<file path="src/rtl/mb_sched_pkg.sv">
// -----------------------------------------------------------------------------
// mb_sched_pkg
// Shared definitions for the round-robin multiplier scheduler:
//   MUL_LAT   issue-to-product latency of mb16_td (input reg + output reg)
//   NREQ_MAX  largest supported requester count
//   TAG_IDW   ID width carried in the tag pipe (wide enough for NREQ_MAX)
//   IDW_OF()  requester-ID width for a given requester count
//   mul_tag_t one tag-pipe stage: valid bit plus originating requester ID
//   rr_pick() one-hot round-robin pick starting at a pointer
// -----------------------------------------------------------------------------
package mb_sched_pkg;

  localparam int MUL_LAT  = 2;
  localparam int NREQ_MAX = 8;
  localparam int TAG_IDW  = 3;

  function automatic int IDW_OF(input int n);
    return (n <= 2) ? 1 : $clog2(n);
  endfunction

  typedef struct packed {
    logic               v;
    logic [TAG_IDW-1:0] id;
  } mul_tag_t;

  // Scan req from ptr upward, wrapping modulo n; the first set bit wins.
  // Bits at or above n are never looked at.
  function automatic logic [NREQ_MAX-1:0] rr_pick(input logic [NREQ_MAX-1:0] req,
                                                  input logic [TAG_IDW-1:0]  ptr,
                                                  input int                  n);
    logic [NREQ_MAX-1:0] gnt;
    logic                found;
    logic [TAG_IDW-1:0]  idx;
    gnt   = '0;
    found = 1'b0;
    for (int k = 0; k < NREQ_MAX; k++) begin
      if (k < n) begin
        idx = TAG_IDW'((int'(ptr) + k) % n);
        if (!found && req[idx]) begin
          gnt[idx] = 1'b1;
          found    = 1'b1;
        end
      end
    end
    return gnt;
  endfunction

endpackage

</file>
<file path="src/rtl/mb16_rr_sched_if.sv">
// -----------------------------------------------------------------------------
// mb16_rr_sched_if
// Requester and result bus of the shared-multiplier scheduler.
//   req_valid   requester i has an operand pair
//   req_mx/my   operands, requester i at [i*WIDTH +: WIDTH]
//   req_ready   one-hot accept of requester i this cycle
//   res_valid   single-cycle product pulse
//   res_id      originating requester of res_product
//   res_product signed 2*WIDTH product
//   inflight    ops issued but not yet returned
//   sched_en    0 stops new issues; in-flight ops still complete
// master = requesters/consumer side, slave = scheduler side.
// -----------------------------------------------------------------------------
interface mb16_rr_sched_if #(
  parameter int WIDTH = 16,
  parameter int NREQ  = 4,
  parameter int IDW   = 2
);

  logic [NREQ-1:0]       req_valid;
  logic [NREQ*WIDTH-1:0] req_mx;
  logic [NREQ*WIDTH-1:0] req_my;
  logic [NREQ-1:0]       req_ready;
  logic                  res_valid;
  logic [IDW-1:0]        res_id;
  logic [2*WIDTH-1:0]    res_product;
  logic [IDW:0]          inflight;
  logic                  sched_en;

  modport master (
    output req_valid, req_mx, req_my, sched_en,
    input  req_ready, res_valid, res_id, res_product, inflight
  );

  modport slave (
    input  req_valid, req_mx, req_my, sched_en,
    output req_ready, res_valid, res_id, res_product, inflight
  );

endinterface

</file>
<file path="src/rtl/mb16_td.sv">
// -----------------------------------------------------------------------------
// mb16_td
// Registered signed radix-4 Booth multiplier, two cycles issue-to-product:
// operands are captured when en=1 (held otherwise), the product of the held
// operands is registered on the following edge.
//   CLK      clock
//   en       capture mx/my this edge
//   mx, my   two's-complement operands
//   product  registered full-width signed product
// -----------------------------------------------------------------------------
module mb16_td #(
  parameter int WIDTH = 16
) (
  input  logic                      CLK,
  input  logic                      en,
  input  logic signed [WIDTH-1:0]   mx,
  input  logic signed [WIDTH-1:0]   my,
  output logic signed [2*WIDTH-1:0] product
);

  logic signed [WIDTH-1:0]   mx_q;
  logic signed [WIDTH-1:0]   my_q;
  logic signed [2*WIDTH-1:0] mx_ext;
  logic        [WIDTH:0]     y_ext;
  logic        [2:0]         grp;
  logic signed [2*WIDTH-1:0] pp;
  logic signed [2*WIDTH-1:0] pp_sum;

  // NOTE: the datapath registers carry no reset; the scheduler's tag valids
  // decide whether their contents mean anything.
  always_ff @(posedge CLK) begin
    if (en) begin
      mx_q <= mx;
      my_q <= my;
    end
    product <= pp_sum;
  end

  // Each overlapping 3-bit group of {my, 0} selects a digit in {-2..2};
  // the digit's multiple of mx is weighted by 4^i.
  always_comb begin
    mx_ext = {{WIDTH{mx_q[WIDTH-1]}}, mx_q};
    y_ext  = {my_q, 1'b0};
    grp    = '0;
    pp     = '0;
    pp_sum = '0;
    for (int i = 0; i < WIDTH / 2; i++) begin
      grp = y_ext[2*i +: 3];
      case (grp)
        3'b001, 3'b010: pp = mx_ext;
        3'b011:         pp = mx_ext <<< 1;
        3'b100:         pp = -(mx_ext <<< 1);
        3'b101, 3'b110: pp = -mx_ext;
        default:        pp = '0;
      endcase
      pp_sum = pp_sum + (pp <<< (2 * i));
    end
  end

endmodule

</file>
<file path="src/rtl/rr_arb.sv">
// -----------------------------------------------------------------------------
// rr_arb
// NREQ-wide round-robin picker with its pointer register. The pointer moves
// to one past the winner on every grant and holds otherwise.
//   CLK        clock
//   RST        synchronous reset, active low (pointer -> 0)
//   en         grant enable (already qualified with reset by the parent)
//   req        request vector
//   grant      one-hot grant, never set where req is 0
//   grant_id   binary index of the granted requester
//   grant_any  a grant is issued this cycle
// -----------------------------------------------------------------------------
module rr_arb
  import mb_sched_pkg::*;
#(
  parameter int NREQ = 4,
  parameter int IDW  = IDW_OF(NREQ)
) (
  input  logic            CLK,
  input  logic            RST,
  input  logic            en,
  input  logic [NREQ-1:0] req,
  output logic [NREQ-1:0] grant,
  output logic [IDW-1:0]  grant_id,
  output logic            grant_any
);

  logic [IDW-1:0]      ptr;
  logic [NREQ_MAX-1:0] req_ext;
  logic [NREQ_MAX-1:0] pick;
  logic                unused_pick;

  // NOTE: every variable written in always_comb gets a default first, so no
  // path leaves it unassigned and no latch is inferred.
  always_comb begin
    req_ext            = '0;
    req_ext[NREQ-1:0]  = req;
    pick               = rr_pick(req_ext, TAG_IDW'(ptr), NREQ);
    grant              = en ? pick[NREQ-1:0] : '0;
    grant_id           = '0;
    for (int i = 0; i < NREQ; i++) begin
      if (grant[i]) grant_id = IDW'(i);
    end
  end

  assign grant_any   = |grant;
  assign unused_pick = ^pick;

  // NOTE: sequential state uses non-blocking assignments so every register
  // samples pre-edge values regardless of process ordering.
  always_ff @(posedge CLK) begin
    if (!RST) begin
      ptr <= '0;
    end else if (grant_any) begin
      ptr <= (int'(grant_id) == NREQ - 1) ? '0 : grant_id + IDW'(1);
    end
  end

endmodule

</file>
<file path="src/rtl/mb16_rr_sched.sv">
// -----------------------------------------------------------------------------
// mb16_rr_sched
// Round-robin scheduler sharing one mb16_td among NREQ requesters. At most
// one operand pair is issued per cycle; a tag pipe running alongside the
// multiplier returns each product with its requester ID, in issue order,
// MUL_LAT+1 edges after the grant.
//   CLK   clock
//   RST   synchronous reset, active low; discards everything in flight
//   bus   mb16_rr_sched_if slave: requester handshakes, result, inflight,
//         sched_en
// -----------------------------------------------------------------------------
module mb16_rr_sched
  import mb_sched_pkg::*;
#(
  parameter int WIDTH = 16,
  parameter int NREQ  = 4,
  parameter int IDW   = IDW_OF(NREQ)
) (
  input logic             CLK,
  input logic             RST,
  mb16_rr_sched_if.slave  bus
);

  logic [NREQ-1:0]           grant;
  logic [IDW-1:0]            grant_id;
  logic                      grant_any;
  logic signed [WIDTH-1:0]   mul_mx;
  logic signed [WIDTH-1:0]   mul_my;
  logic signed [2*WIDTH-1:0] mul_product;
  mul_tag_t                  tag_in;
  mul_tag_t                  tag_q [MUL_LAT];
  logic                      res_valid_q;
  logic [IDW-1:0]            res_id_q;
  logic [2*WIDTH-1:0]        res_product_q;
  logic [IDW:0]              inflight_q;
  logic                      unused_tag;

  // Reset is folded into the enable so req_ready is 0 while RST is low.
  rr_arb #(
    .NREQ (NREQ),
    .IDW  (IDW)
  ) u_arb (
    .CLK       (CLK),
    .RST       (RST),
    .en        (bus.sched_en & RST),
    .req       (bus.req_valid),
    .grant     (grant),
    .grant_id  (grant_id),
    .grant_any (grant_any)
  );

  assign bus.req_ready = grant;

  always_comb begin
    mul_mx = '0;
    mul_my = '0;
    for (int i = 0; i < NREQ; i++) begin
      if (grant[i]) begin
        mul_mx = bus.req_mx[i*WIDTH +: WIDTH];
        mul_my = bus.req_my[i*WIDTH +: WIDTH];
      end
    end
    tag_in.v  = grant_any;
    tag_in.id = TAG_IDW'(grant_id);
  end

  // Without a grant the multiplier keeps its previous operands.
  mb16_td #(
    .WIDTH (WIDTH)
  ) u_mul (
    .CLK     (CLK),
    .en      (grant_any),
    .mx      (mul_mx),
    .my      (mul_my),
    .product (mul_product)
  );

  always_ff @(posedge CLK) begin
    if (!RST) begin
      for (int k = 0; k < MUL_LAT; k++) tag_q[k] <= '0;
      res_valid_q   <= 1'b0;
      res_id_q      <= '0;
      res_product_q <= '0;
      inflight_q    <= '0;
    end else begin
      tag_q[0] <= tag_in;
      for (int k = 1; k < MUL_LAT; k++) tag_q[k] <= tag_q[k-1];
      res_valid_q <= tag_q[MUL_LAT-1].v;
      res_id_q    <= tag_q[MUL_LAT-1].id[IDW-1:0];
      // Only load products that belong to a real op, so idle cycles never
      // expose the unreset multiplier registers.
      if (tag_q[MUL_LAT-1].v) res_product_q <= mul_product;
      case ({grant_any, res_valid_q})
        2'b10:   inflight_q <= inflight_q + (IDW+1)'(1);
        2'b01:   inflight_q <= inflight_q - (IDW+1)'(1);
        default: inflight_q <= inflight_q;
      endcase
    end
  end

  assign unused_tag = ^tag_q[MUL_LAT-1].id;

  assign bus.res_valid   = res_valid_q;
  assign bus.res_id      = res_id_q;
  assign bus.res_product = res_product_q;
  assign bus.inflight    = inflight_q;

endmodule

</file>
<file path="src/flat_wrapper.sv">
// flat-port wrapper written by rule: the top's interface ports become plain ports
module mb16_rr_sched_flat import mb_sched_pkg::*;
#(
  parameter int WIDTH = 16,
  parameter int NREQ  = 4,
  parameter int IDW   = IDW_OF(NREQ)
)
  (CLK, RST, bus_req_valid, bus_req_mx, bus_req_my, bus_sched_en, bus_req_ready, bus_res_valid, bus_res_id, bus_res_product, bus_inflight);
  mb16_rr_sched_if #(.WIDTH(WIDTH), .NREQ(NREQ), .IDW(IDW)) bus_i ();
  input logic CLK;
  input logic RST;
  input wire logic [$bits(bus_i.req_valid)-1:0] bus_req_valid;
  input wire logic [$bits(bus_i.req_mx)-1:0] bus_req_mx;
  input wire logic [$bits(bus_i.req_my)-1:0] bus_req_my;
  input wire logic [$bits(bus_i.sched_en)-1:0] bus_sched_en;
  output wire logic [$bits(bus_i.req_ready)-1:0] bus_req_ready;
  output wire logic [$bits(bus_i.res_valid)-1:0] bus_res_valid;
  output wire logic [$bits(bus_i.res_id)-1:0] bus_res_id;
  output wire logic [$bits(bus_i.res_product)-1:0] bus_res_product;
  output wire logic [$bits(bus_i.inflight)-1:0] bus_inflight;
  assign bus_i.req_valid = bus_req_valid;
  assign bus_i.req_mx = bus_req_mx;
  assign bus_i.req_my = bus_req_my;
  assign bus_i.sched_en = bus_sched_en;
  assign bus_req_ready = bus_i.req_ready;
  assign bus_res_valid = bus_i.res_valid;
  assign bus_res_id = bus_i.res_id;
  assign bus_res_product = bus_i.res_product;
  assign bus_inflight = bus_i.inflight;
  mb16_rr_sched #(.WIDTH(WIDTH), .NREQ(NREQ), .IDW(IDW)) u_core (.CLK(CLK), .RST(RST), .bus(bus_i));
endmodule
</file>
<file path="config.mk">
export PLATFORM = sky130hd
export DESIGN_NAME = mb16_rr_sched_flat
export DESIGN_NICKNAME = d
export VERILOG_FILES = /design/src/rtl/mb_sched_pkg.sv /design/src/rtl/mb16_rr_sched_if.sv /design/src/rtl/mb16_td.sv /design/src/rtl/rr_arb.sv /design/src/rtl/mb16_rr_sched.sv /design/src/flat_wrapper.sv
export SDC_FILE = /design/constraint.sdc
export NUM_CORES = 1
export LEC_CHECK = 0
export ABC_AREA = 1
export BUFFER_PORTS_ARGS = -buffer_cell sky130_fd_sc_hd__buf_2
export CAP_MARGIN = 30
export CELL_PAD_IN_SITES_DETAIL_PLACEMENT = 1
export CELL_PAD_IN_SITES_GLOBAL_PLACEMENT = 1
export CORE_ASPECT_RATIO = 1.4
export CORE_MARGIN = 5
export CORE_UTILIZATION = 44
export DETAILED_ROUTE_END_ITERATION = 12
export PLACE_DENSITY = 0.86
export RECOVER_POWER = 50
export REMOVE_ABC_BUFFERS = 1
export SLEW_MARGIN = 40
export SYNTH_ARGS = -nofsm -noshare
export SYNTH_HDL_FRONTEND = slang
export SYNTH_SLANG_ARGS = --single-unit
</file>
<file path="constraint.sdc">
create_clock -name CLK -period 8.6 [get_ports CLK]
set_clock_uncertainty 0.2 [all_clocks]
set_input_delay 1.72 -clock CLK [delete_from_list [all_inputs] [get_ports CLK]]
set_output_delay 1.72 -clock CLK [all_outputs]
set_load 0.01 [all_outputs]
</file>
# --- Word level (Yosys, flattened, before mapping) ---
# Memories as Yosys holds them, arrays and structs flattened.
# Cells that the tools add are included.
classes:
  n_reduce_logical: 29
  addsub: 15
  bitwise_logic: 9
  n_shift: 0
  n_div: 0
  order_cmp: 8
  muxes: 49
  n_mul: 0
  n_eq_ne: 48
op_table:
  columns: ["op", "count"]
  rows:
  - ["adder 32 bit", 7]
  - ["2-to-1 mux 16 bit", 8]
  - ["case mux 30 bit (4 select lines)", 1]
  - ["case mux 28 bit (4 select lines)", 1]
  - ["case mux 26 bit (4 select lines)", 1]
  - ["case mux 24 bit (4 select lines)", 1]
  - ["case mux 32 bit (3 select lines)", 1]
  - ["case mux 22 bit (4 select lines)", 1]
  - ["case mux 20 bit (4 select lines)", 1]
  - ["case mux 18 bit (4 select lines)", 1]
  - ["equality test 3 bit, second input constant", 21]
  - ["equality test 3 x 2 -> 1 bit, second input constant", 14]
  - ["OR reduction 2 bit", 17]
  - ["negator 16 -> 32 bit", 1]
  - ["negator 17 -> 32 bit", 1]
  - ["2-to-1 mux 4 bit", 7]
  - ["equality test 3 x 1 -> 1 bit, second input constant", 7]
  - ["2-to-1 mux 1 bit", 14]
  - ["< comparator 3 x 4 -> 1 bit, second input constant", 3]
  - ["OR 4 bit", 3]
  - ["binary-select mux 1 bit (select 3 bit)", 3]
  - ["demux 1 bit (select 3 bit)", 3]
  - ["greater-or-equal comparator 3 x 1 -> 1 bit, second input constant", 3]
  - ["logical AND 1 bit", 7]
  - ["18 further kinds", 31]
totals:
  elab_cells: 167
  latch_bits: 0
  rom_bits: 0
  memories: 1
  inputBits: 135
  reg_bits: 104
  ram_bits: 8
mem_list:
  columns: ["name", "words", "word_bits", "read_ports", "rd_ports_with_merged_regs", "wr", "line", "source"]
  rows:
  - ["u_core.tag_q", 2, 4, 2, 0, 2, "mb16_rr_sched.sv:31", "mul_tag_t tag_q [MUL_LAT];"]

# --- Depth between registers and ports, before layout ---
depth:
  depth_word: 19
  mapped_depth: 33
  ltp_nobuf: 32

# --- Modules after synthesis ---
# Synthesis repeated with hierarchy kept, for this count alone.
unflattened:
  cells_unflattened: 1800
  hier_area_um2: 13267.7
by_module_without_submodules:
  columns: ["mod", "area_per_inst_um2", "n_inst", "seq_area_each_um2", "cells_each"]
  rows:
  - ["mb16_td", 9918.3, 1, 1601.5, 1232]
  - ["mb16_rr_sched", 2808.9, 1, 880.8, 474]
  - ["rr_arb", 540.5, 1, 40.0, 94]

# --- Least setup slack after synthesis ---
# No wires, ideal clock.
synth_timing:
  kind: "flip-flop to flip-flop"
  start: "register u_core.u_mul.mx_q[1]"
  end: "register u_core.u_mul.product[25]"
  arrival_time_ns: 5.650
  path_stages_with_launch: 30
  n_path_buf: 1
  path_slack_ns: 2.623
  cell_sequence: "edfxtp_1 -> inv_1 -> clkbuf_1 -> ha_1 -> nand2_1 -> nor2_1 -> inv_1 -> nor2_1 -> inv_2 -> nor2_1 -> nand2_1 -> nand2_1 -> inv_2 -> a21oi_1 -> nand2_1 -> fa_1 -> fa_1 -> fa_1 -> inv_1 -> fa_1 -> inv_1 -> ha_1 -> a21oi_1 -> o21ai_0 -> o21bai_1 -> a21oi_1 -> nor2_1 -> nor2_1 -> o21ai_0 -> xor2_1"
synth_via:
  elab_chain_len: 9
  word_cells_on_any_way: 17
synth_rtl:
  columns: ["element", "line", "source"]
  rows:
  - ["start: declaration", "mb16_td.sv:21", "logic signed [WIDTH-1:0] mx_q;"]
  - ["start signal: assignment", "mb16_td.sv:33", "mx_q <= mx;"]
  - ["negator 17 -> 32 bit or negator 16 -> 32 bit (tied branches)", "mb16_td.sv:52, mb16_td.sv:53", null]
  - ["case mux 30 bit (4 select lines) or case mux 32 bit (3 select lines) (tied branches)", "mb16_td.sv:49", "case (grp)"]
  - ["adder 32 bit (6 in a row)", "mb16_td.sv:56", "pp_sum = pp_sum + (pp <<< (2 * i));"]
  - ["adder 32 bit (*)", "mb16_td.sv:56", null]
  - ["via u_core.u_mul.pp_sum[25]", "mb16_td.sv:27", "logic signed [2*WIDTH-1:0] pp_sum;"]
  - ["end signal: assignment", "mb16_td.sv:36", "product <= pp_sum;"]
  - ["end: declaration", "mb16_td.sv:18", "output logic signed [2*WIDTH-1:0] product"]
# Mark *: on every way through the listed nets, which the timed path passes. The rest lies on a longest branch.
# A chain may end at the register's enable or synchronous reset.

# --- Final worst setup path ---
layout_timing:
  start: "register u_core.u_mul.mx_q[1]"
  end: "register u_core.u_mul.product[29]"
# The elaborated chain is that of the path after synthesis.

==> qor.yml <==
drt:
  drt-total-wl_mm: 58.2
  drtPass1Iterations: 7
  routed.top_layer: "met4"
  vias: 14100
  m1WireLength_mm: 20.8
  drt_iter0_drc: 1242
  ant_nets: 0
  route.met2.wl_mm: 28.5
  wl_per_cell_um: 24.6
  met3_length_mm: 4.30
  remaining_drc_errors: 0
  viasPerCell: 5.95
clock_tree:
  clock_sinks: 110
  post_cts_buffers: 0
  cts_hold_buf: 0
  clockBufferDepth: 2
  cts_tree: "done"
  cts_root_buffer: "clkbuf_16"
  h-tree-depth: 3
  numCtsBuffers: 9
  worstSkewPairLatency_ps: 400
  cts_resized: 0
  clk_pin_slew_ps: 90
synth:
  ys_types: 51
  ys_async_sr_fraction_pct: 0
  synth_cells: 1860
  yosysWarnings: 0
  syn_avg_cell_area_um2: 7.15
  syn_area_um2: 13300
  yosysSeqAreaShare_pct: 19.0
  synth_edf_count: 32
  ys.flop_type: "dfxtp_1"
  synth-seq-cells: 110
timing:
  slew_headroom_pct: -27.2
  min_period_ps: 7490
  setup_viol: 0
  tightest_slew_ps: 1910
  hold_violations: 0
  rsz0062_at_grt: "no"
  tns_ps: 0
  max_freq_mhz: 134
  final.period_utilization_pct: 87.1
  drv_slew: 116
global_routing:
  grt_usage_pct: 34.5
  grt_pass1_vias: 15400
  grt_max_degree: 68
  antenna_found_initial: 0
  grt_overflow: 0
  grt_pass1_wl_mm: 89.2
cells_and_area:
  layout-drive-gt1-share_pct: 11.7
  most-common-layout-cells: "nand2_1 (293), inv_1 (290), nor2_1 (267), buf_2 (137), fa_1 (132)"
  area_growth_pct: 10.2
  nets: 2306
  mostFrequentLayoutCell: "nand2_1"
  diodes: 0
worst_hold_path:
  hp-class: "reg -> reg"
  whs_path_depth: 2
  min_from: "u_core.tag_q[0][0]"
  holdPathEnd: "u_core.tag_q[0][4]"
floorplanning:
  start_util_pct: 44.5
  rows: 75
  die-area_um2: 33900
  io_pins: 177
  coreArea_um2: 29900
  die_w_um: 157
  die_h_um: 216
critical_path:
  worstSetupPathType: "reg -> reg"
  cp-start-kind: "flip-flop"
  required_ps: 8710
  r2r_cells: 27
  critPathArrivalTime_ps: 7600
  r2r_start: "u_core.u_mul.mx_q[1]"
  cp-startpoint: "u_core.u_mul.mx_q[1]"
  cp_max_fo: 15
  end_kind: "flip-flop"
  worstReg2RegEnd: "u_core.u_mul.product[29]"
  rrSetupSlack_ps: 1110
run:
  cap_violations: 3
placement:
  gp_congestion: 1.01
  dpl.hpwl_mm: 46.0
  io_buffers: 176
outcome:
  status: "complete, but fails checks"
  violations: "max-capacitance violations, max-slew violations"
==> cells in the mapped netlist (2+ instances only) <==
library cell    n  area [um^2]
a31oi_1         4         25.0
clkbuf_1       52          195
nor2_1        269         1010
nand2_4         4         45.0
nor2_4          2         22.5
nand3_2         4         40.0
dfxtp_1        78         1560
a221oi_1       33          289
o21ai_4         2         32.5
a21o_1          3         22.5
buf_2          19         95.1
inv_1         292         1100
o21ai_1         5         25.0
or2_2           6         37.5
nand2_2         9         56.3
o221ai_1       20          175
a22oi_1         3         22.5
xnor2_1         9         78.8
nand2_1       291         1090
buf_6           8         90.1
buf_1           5         18.8
clkinv_1        7         26.3
fa_1          132         2640
a21oi_1        91          455
buf_4           8         60.1
o21ai_0       111          556
inv_2          13         48.8
nand4_1         8         50.1
o21ai_2         2         17.5
nor2_2          6         37.5
edfxtp_1       32          961
o22ai_1        83          519
a221o_1         8         80.1
o2111ai_1       7         61.3
o211ai_1        9         67.6
ha_1           58          726
o21bai_1        4         30.0
nand3_1       129          646
xor2_1         18          158
nor3_1          5         25.0
==> per-layer routing <==
layer / GRT usage (%) / up-vias
li1: - / 6319
met1: 39.1 / 6795
met2: 59.1 / 732
met3: 5.27 / 254
met4: 22.9 / 0
met5: 0 / -
==> flip-flops by register name (all words and copies together), names as in the netlist <==
register,count
u_core.bus.res_product,32
u_core.u_mul.product,32
u_core.u_mul.mx_q,16
u_core.u_mul.my_q,16
u_core.tag_q,6
u_core.bus.inflight,3
u_core.bus.res_id,2
u_core.u_arb.ptr,2
u_core.bus.res_valid,1
==> stage by stage <==
stage / hold slack [ps] / area, um^2 / utilization, % / worst slack, ps / std cells
after CTS: 225 / 14700 / 49.2 / 1300 / 2371
after detailed placement: 211 / 14400 / 48.2 / 1350 / 2355
after global placement: 196 / 14400 / 48.1 / 1320 / 2355
after global routing: 232 / 14700 / 49.0 / 742 / 2371
final: 227 / 14700 / 49.0 / 1110 / 2371
after floorplan: 190 / 12800 / - / 2760 / 1768
==> cell families (layout without fill, tap and decap cells) <==
kind of cell	after synthesis	count (layout)	synth area share, %
adder cells (fa/ha/maj)	190	190	25.3
AO/OA/AOI/OAI	388	388	18.1
buffers and inverters	405	531	12.3
XOR/XNOR	28	28	1.90
flip-flops	110	110	19.0
AND/OR/NAND/NOR	739	739	23.5
==> worst max-delay path, stage by stage, from the launching register on <==
cell and delay (ps):
edfxtp_1 450, inv_1 430, ha_1 300, nand2_1 150
nor2_1 160, inv_1 90, nor2_1 150, nand4_1 120
nand2_1 470, inv_1 270, a221oi_1 420, fa_1 490
inv_1 90, fa_1 450, fa_1 550, inv_1 50
fa_1 530, inv_1 40, ha_1 380, nand2_1 120
nor2_1 150, inv_1 110, nor3_1 430, nand3_1 140
nand3_1 270, nand3_1 170, nand2_1 110, xor2_1 140
==> how the worst max path moves through the flow <==
stage,endpoint,slack (ps),depth (start not counted)
2_1_floorplan,u_core.u_mul.product[30],2760,28
3_3_place_gp,u_core.u_mul.product[29],1320,25
3_5_place_dp,u_core.u_mul.product[29],1350,27
4_1_cts,u_core.u_mul.product[29],1300,27
5_1_grt,u_core.u_mul.product[29],740,27
6_report,u_core.u_mul.product[29],1110,27
==> final cells by class <==
class	count	area, um^2
Fill cell	3959	15300
Multi-Input combinational cell	1345	9150
Sequential cell	110	2520
Inverter	313	1180
Timing Repair Buffer	202	1020
Tap cell	385	482
Clock buffer	9	225
Clock inverter	7	87.6
Power is left out: the tool's default activity adds up to more than one toggle a clock period on the data nets, which glitch-free logic cannot reach.
